**config.mk**
```make
export PLATFORM = sky130hd
export DESIGN_NAME = lz4_out_packer_flat
export DESIGN_NICKNAME = d
export VERILOG_FILES = /design/src/rtl/lz4_out_packer_if.sv /design/src/rtl/lz4_out_packer.sv /design/src/flat_wrapper.sv
export SDC_FILE = /design/constraint.sdc
export NUM_CORES = 1
export LEC_CHECK = 0
export BUFFER_PORTS_ARGS = -buffer_cell sky130_fd_sc_hd__buf_2
export CORE_MARGIN = 2
export CORE_UTILIZATION = 58
export DETAILED_ROUTE_END_ITERATION = 16
export PLACE_DENSITY_LB_ADDON = 0.12
export SLEW_MARGIN = 40
export SYNTH_ARGS = -nofsm -noshare
export SYNTH_HDL_FRONTEND = slang
export SYNTH_SLANG_ARGS = --single-unit
```
**constraint.sdc**
```tcl
create_clock -name clk -period 3.7 [get_ports clk]
set_input_delay 0.37 -clock clk [delete_from_list [all_inputs] [get_ports clk]]
set_output_delay 0.37 -clock clk [all_outputs]
set_load 0.05 [all_outputs]
```
**src/rtl/lz4_out_packer_if.sv**
```systemverilog
// lz4_out_packer_if: packed output word stream with valid/ready handshake.
// The master drives data, keep, valid and last; the slave returns ready.
interface lz4_out_packer_if;
  logic [31:0] m_data;
  logic [3:0]  m_keep;
  logic        m_valid;
  logic        m_last;
  logic        m_ready;

  modport master (
    output m_data, m_keep, m_valid, m_last,
    input  m_ready
  );

  modport slave (
    input  m_data, m_keep, m_valid, m_last,
    output m_ready
  );
endinterface

```
**src/rtl/lz4_out_packer.sv**
```systemverilog
// lz4_out_packer: repacks 1..4-byte encoder words into 32-bit stream words.
// Define LZ4_PACK_BSWAP_EN for MSB-first byte order on m_data/m_keep.
module lz4_out_packer (
  input  logic        clk,
  input  logic        rstN,
  input  logic        start,
  input  logic        compress_done,
  input  logic        enc_empty,
  output logic        enc_rd,
  input  logic [33:0] enc_data,
  input  logic        enc_valid,
  lz4_out_packer_if.master m,
  output logic [31:0] byte_cnt,
  output logic        pack_done
);

  typedef enum logic [1:0] {
    IDLE, RUN, FLUSH, TERM
  } state_t;

  state_t state, state_nxt;

  logic [55:0] acc, acc_all;
  logic [2:0]  cnt, n, add;
  logic [2:0]  total, nc;
  logic        done_q, rd_q;
  logic [31:0] dat_q, in_mask;
  logic [3:0]  keep_q, res_keep;
  logic        valid_q, last_q;
  logic        take, slot_free;
  logic        move, xfer, busy;

  always_comb begin
    n = (enc_data[33:32] == 2'd0) ? 3'd4
                                  : {1'b0, enc_data[33:32]};
    take = (state == RUN) && enc_valid;
    add = take ? n : 3'd0;
    in_mask = ~(32'hFFFF_FFFF << {n, 3'b000});
    acc_all = acc | ({24'd0, take ? (enc_data[31:0] & in_mask) : 32'd0}
                     << {cnt, 3'b000});
    total = cnt + add;
    slot_free = !valid_q || m.m_ready;
    busy = (state == RUN) || (state == FLUSH);
    move = busy && (total >= 3'd4) && slot_free;
    nc = move ? total - 3'd4 : total;
    // A read lands one cycle after its strobe, so back-to-back reads are safe.
    enc_rd = (state == RUN) && !enc_empty
          && !(rd_q && !enc_valid) && (nc <= 3'd3);
    xfer = valid_q && m.m_ready;
    res_keep = ~(4'hF << cnt);
  end

  always_comb begin
    state_nxt = state;
    unique case (1'b1)
      state == IDLE:
        if (start) state_nxt = RUN;
      state == RUN:
        if (done_q && enc_empty && !rd_q) state_nxt = FLUSH;
      state == FLUSH:
        if ((cnt < 3'd4) && slot_free) state_nxt = TERM;
      default:
        if (xfer) state_nxt = IDLE;
    endcase
  end

  always_ff @(posedge clk or negedge rstN) begin
    if (!rstN) state <= IDLE;
    else       state <= state_nxt;
  end

  always_ff @(posedge clk or negedge rstN) begin
    if (!rstN) begin
      acc       <= '0;
      cnt       <= '0;
      done_q    <= 1'b0;
      rd_q      <= 1'b0;
      dat_q     <= '0;
      keep_q    <= '0;
      valid_q   <= 1'b0;
      last_q    <= 1'b0;
      byte_cnt  <= '0;
      pack_done <= 1'b0;
    end else begin
      pack_done <= 1'b0;
      rd_q      <= enc_rd;
      if (xfer) valid_q <= 1'b0;
      unique case (1'b1)
        state == IDLE:
          if (start) begin
            acc      <= '0;
            cnt      <= '0;
            done_q   <= 1'b0;
            byte_cnt <= '0;
          end
        state == TERM:
          if (xfer) begin
            last_q    <= 1'b0;
            pack_done <= 1'b1;
          end
        default: begin
          if (state == RUN) begin
            done_q   <= done_q | compress_done;
            byte_cnt <= byte_cnt + {29'd0, add};
          end
          if (state_nxt == TERM) begin
            dat_q   <= acc[31:0];
            keep_q  <= res_keep;
            last_q  <= 1'b1;
            valid_q <= 1'b1;
            acc     <= '0;
            cnt     <= '0;
          end else begin
            if (move) begin
              dat_q   <= acc_all[31:0];
              keep_q  <= 4'hF;
              last_q  <= 1'b0;
              valid_q <= 1'b1;
              acc     <= acc_all >> 32;
            end else begin
              acc <= acc_all;
            end
            cnt <= nc;
          end
        end
      endcase
    end
  end

`ifdef LZ4_PACK_BSWAP_EN
  assign m.m_data = {dat_q[7:0], dat_q[15:8],
                     dat_q[23:16], dat_q[31:24]};
  assign m.m_keep = {keep_q[0], keep_q[1],
                     keep_q[2], keep_q[3]};
`else
  assign m.m_data = dat_q;
  assign m.m_keep = keep_q;
`endif
  assign m.m_valid = valid_q;
  assign m.m_last  = last_q;

endmodule
```
**src/flat_wrapper.sv**
```systemverilog
// flat-port wrapper written by rule: the top's interface ports become plain ports
module lz4_out_packer_flat 
  (clk, rstN, start, compress_done, enc_empty, enc_rd, enc_data, enc_valid, byte_cnt, pack_done, m_m_data, m_m_keep, m_m_valid, m_m_last, m_m_ready);
  lz4_out_packer_if m_i ();
  input  logic clk;
  input  logic rstN;
  input  logic start;
  input  logic compress_done;
  input  logic enc_empty;
  output logic enc_rd;
  input  logic [33:0] enc_data;
  input  logic enc_valid;
  output logic [31:0] byte_cnt;
  output logic pack_done;
  output wire logic [$bits(m_i.m_data)-1:0] m_m_data;
  output wire logic [$bits(m_i.m_keep)-1:0] m_m_keep;
  output wire logic [$bits(m_i.m_valid)-1:0] m_m_valid;
  output wire logic [$bits(m_i.m_last)-1:0] m_m_last;
  input wire logic [$bits(m_i.m_ready)-1:0] m_m_ready;
  assign m_m_data = m_i.m_data;
  assign m_m_keep = m_i.m_keep;
  assign m_m_valid = m_i.m_valid;
  assign m_m_last = m_i.m_last;
  assign m_i.m_ready = m_m_ready;
  lz4_out_packer u_core (.clk(clk), .rstN(rstN), .start(start), .compress_done(compress_done), .enc_empty(enc_empty), .enc_rd(enc_rd), .enc_data(enc_data), .enc_valid(enc_valid), .m(m_i), .byte_cnt(byte_cnt), .pack_done(pack_done));
endmodule
```
==> metrics.md <==
| Metric | Value |
|---|---|
| Total power | approximately 7 mW |
| Die Width | 120 um |
| First drt pass iteration count | 6 |
| Fin crit share | around nine tenths |
| Worst Skew | about 0.0049 ns |
| Arrival time at the worst endpoint | around 3.7 ns |
| Hold path endpoint | u_core.pack_done$_DFF_PN0_ |
| Total Wirelength | 22.9 mm |
| Routed wire per std cell | approximately 21 um |
| RSZ-0062 raised after global routing | false |
| Post-route DRC violation count | 0 |
| Clock Latency Late Sink | 0.43 ns |
| DP HPWL | about 16 mm |
| Gate Count Post-Synth | roughly 830 |
| Vias in the first global route | slightly below 7k |
| Starting Density | slightly below 60% |
| Initial antenna violation count | 0 |
| Initial drt markers | ~760 |
| DR vias | 7163 |
| Synth Warn # | 0 |
| Synth Cell Area | 7790 um^2 |
| Port bufs | around 110 |
| Leak Pwr | 4.39 nW |
| Post-synthesis net count | around 900 |
| Post-Layout Cell Count | between 1k and 1.5k |
| WP data required | just over 4 ns |
| Maximum vdd drop | 0.565 mV |
| GP Congestion | around 0.94 |
| Boundary Pins | between 100 and 150 |
| Status | finished clean |
| Final setup fails | 0 |
| Hold_sp | m_m_ready |
| Sequential area share after synthesis | ~43% |
| Worst R2R End | u_core.m.m_data[9]$_DFFE_PN0P_ |
| CTS tree | built |
| Setup crit start kind | flop |
| Pwr Density | ~780 nW/um^2 |
| Final Hold Viols | 0 |
| Post-synthesis register bit count | roughly 130 |
| Total track usage | 32.9% |
| Final Worst Setup Slack | between 0.3 and 0.4 ns |
| N_diodes | 0 |
| Num Clock Sinks | between 100 and 150 |
| Asr flop ratio synth | between 90% and 100% |
| Hold depth | 2 |
| Layout area overhead | 16.4% |
| Vias per cell | about 6.4 |
| Count of pins over their slew limit | 0 |
| Setup TNS | 0 ns |
| ANT nets after route | 0 |
| CTS Buffer Depth | 2 |
| Crit Path Category | reg -> reg |
| Core ar. | ~13000 um^2 |
| H-tree Lvls | 4 |
| Grt ovf | 0 |
| Max_slew headroom | 45.6% |
| TritonCTS Buffers | 17 |
| Worst reg2reg startpoint | u_core.state[1]$_DFF_PN0_ |
| Worst Hold Class | in -> reg |
| R2R setup slack | around 0.37 ns |
| Clock slew at reported path FFs | roughly 0.06 ns |
| Clock Root Buffer | clkbuf_16 |
| DIE AREA | around 14000 um^2 |
| Pre-CTS setup slack | approximately 0.37 ns |
| Fmax | around 300 MHz |
| Inst Count DP | 1087 |
| Top FF cell, synth | dfrtp_1 |
| Largest net degree at the start of global routing | 64 |
| CP max FO | 20 |
| Chip Height | between 100 and 150 um |
| EDFF count, synth | 0 |
| Final nets | approximately 1000 |
| Share of layout cells above drive strength 1 | about a fifth |
| Std-Cell Rows | 42 |
| Least-Margin Pin Slew | 0.815 ns |
| Worst-case reg-to-reg path depth | 12 |
| Max_cap viols | 0 |
| First-pass GRT wire length | between 30 and 40 mm |
| Min Tclk post-route | between 3 and 4 ns |
| Crit end category | flop |
| Syn Area/Cell | between 9 and 10 um^2 |
| Post-synth cell types | 61 |
## cells in the mapped netlist, drive strengths merged, types with 15 or more instances
cell type / n / area [um^2]
xnor2: 18 / 173
nand2: 55 / 206
a22o: 18 / 158
a221o: 17 / 170
nor3b: 17 / 128
a32o: 17 / 170
a21oi: 69 / 357
nor2: 89 / 334
dfrtp: 134 / 3350
inv: 56 / 210
xor2: 15 / 139
nand4: 15 / 93.8
buf: 28 / 171
a31oi: 41 / 257
mux2i: 41 / 410
or3: 19 / 119
clkbuf: 29 / 109
## flip-flops by register name, indices dropped and copies added, names as in the netlist
register          flops
u_core.acc           56
u_core.byte_cnt      32
u_core.cnt            3
u_core.done_q         1
u_core.m.m_data      32
u_core.m.m_keep       4
u_core.m.m_last       1
u_core.m.m_valid      1
u_core.pack_done      1
u_core.rd_q           1
u_core.state          2
## final cells by class
| type | count | area (um^2) |
|---|---|---|
| clock buffers | 18 | 429 |
| clock inverters | 12 | 130 |
| fillers | 1063 | 4130 |
| inverters | 56 | 210 |
| multi-input cells | 587 | 3980 |
| flip-flops and latches | 134 | 3350 |
| well taps | 176 | 220 |
| repair buffers | 135 | 742 |
## cells in the final DEF, fill, tap and decap left out, types with 3 or more instances in the layout
cell / instances
dfrtp_1: 134
buf_2: 111
nor2_1: 86
a21oi_1: 68
inv_1: 55
nand2_1: 55
mux2i_1: 41
a31oi_1: 41
buf_4: 22
or3_1: 19
a22o_1: 18
a221o_1: 17
a32o_1: 17
nor3b_1: 17
clkbuf_16: 17
xnor2_1: 16
nand4_1: 15
xor2_1: 14
ha_1: 12
and2_1: 11
o21ai_0: 10
a21o_1: 10
a22oi_1: 9
o211ai_1: 9
or3b_2: 8
o221ai_1: 8
a31o_2: 8
o2bb2ai_1: 8
nor2b_1: 7
nor3_1: 7
nand3_1: 6
and3_1: 5
nand3b_1: 4
clkinv_2: 4
nand4b_1: 3
nand2b_1: 3
and4_1: 3
## kinds of logic after synthesis
kind of cell / synth area share [%]
AOI/OAI and AO/OA: 21.4
and+or+nand+nor: 17.8
buffers and inverters: 6.30
adders and majority gates: 1.93
muxes: 5.56
xor gates and xnor gates: 4.00
DFF: 43.1
## layer usage
metal  vias up  global-route usage (%)  wire [um]
met3        61                    6.08       1720
met4         0                    14.3        729
met1      3508                    45.3       9770
li1       3225                       -          -
met5         -                       0          0
met2       369                    51.2      10700
## critical path, cell delays in order, from the launching register on
cell and delay (ns):
dfrtp_1 0.44, inv_1 0.10, ha_1 0.29, nand2_1 0.11, nor3_1 0.31, ha_1 0.22
ha_1 0.19, a21oi_4 0.06, xor2_2 0.22, nand3_4 0.26, a21bo_2 0.46, buf_4 0.34
mux2i_1 0.22
## report_power, final
| part | internal, mW | switching [mW] |
|---|---|---|
| sequential | 1.75 | 0.187 |
| combinational | 0.976 | 2.48 |
| clock | 0.983 | 0.656 |
| total | 3.71 | 3.32 |
## repair_timing
item | in CTS | in global routing
setup buffers | 0 | 0
hold buffers | 0 | 1
resized for setup | 0 | 0
hold endpoints to repair | 0 | 60
## per-stage QoR
| stage | utilization, % | cell area (um^2) | hold WS [ns] |
|---|---|---|---|
| after floorplan | - | 7790 | 0.0744 |
| after global placement | 64.1 | 8460 | 0.469 |
| after detailed placement | 64.3 | 8480 | 0.480 |
| after CTS | 68.5 | 9040 | 0.0457 |
| after global routing | 68.7 | 9060 | 0.209 |
| final | 68.7 | 9060 | 0.215 |
## worst max path at each step
stage                                    startpoint                             end
after global routing      u_core.state[1]$_DFF_PN0_  u_core.m.m_data[5]$_DFFE_PN0P_
after global placement                 enc_data[32]      u_core.acc[26]$_DFFE_PN0P_
after floorplan           u_core.state[1]$_DFF_PN0_                          enc_rd
after detailed placement               enc_data[32]      u_core.acc[37]$_DFFE_PN0P_
final                     u_core.state[1]$_DFF_PN0_  u_core.m.m_data[9]$_DFFE_PN0P_
after CTS                 u_core.state[1]$_DFF_PN0_      u_core.acc[37]$_DFFE_PN0P_
Power figures use the tool's default switching activity.
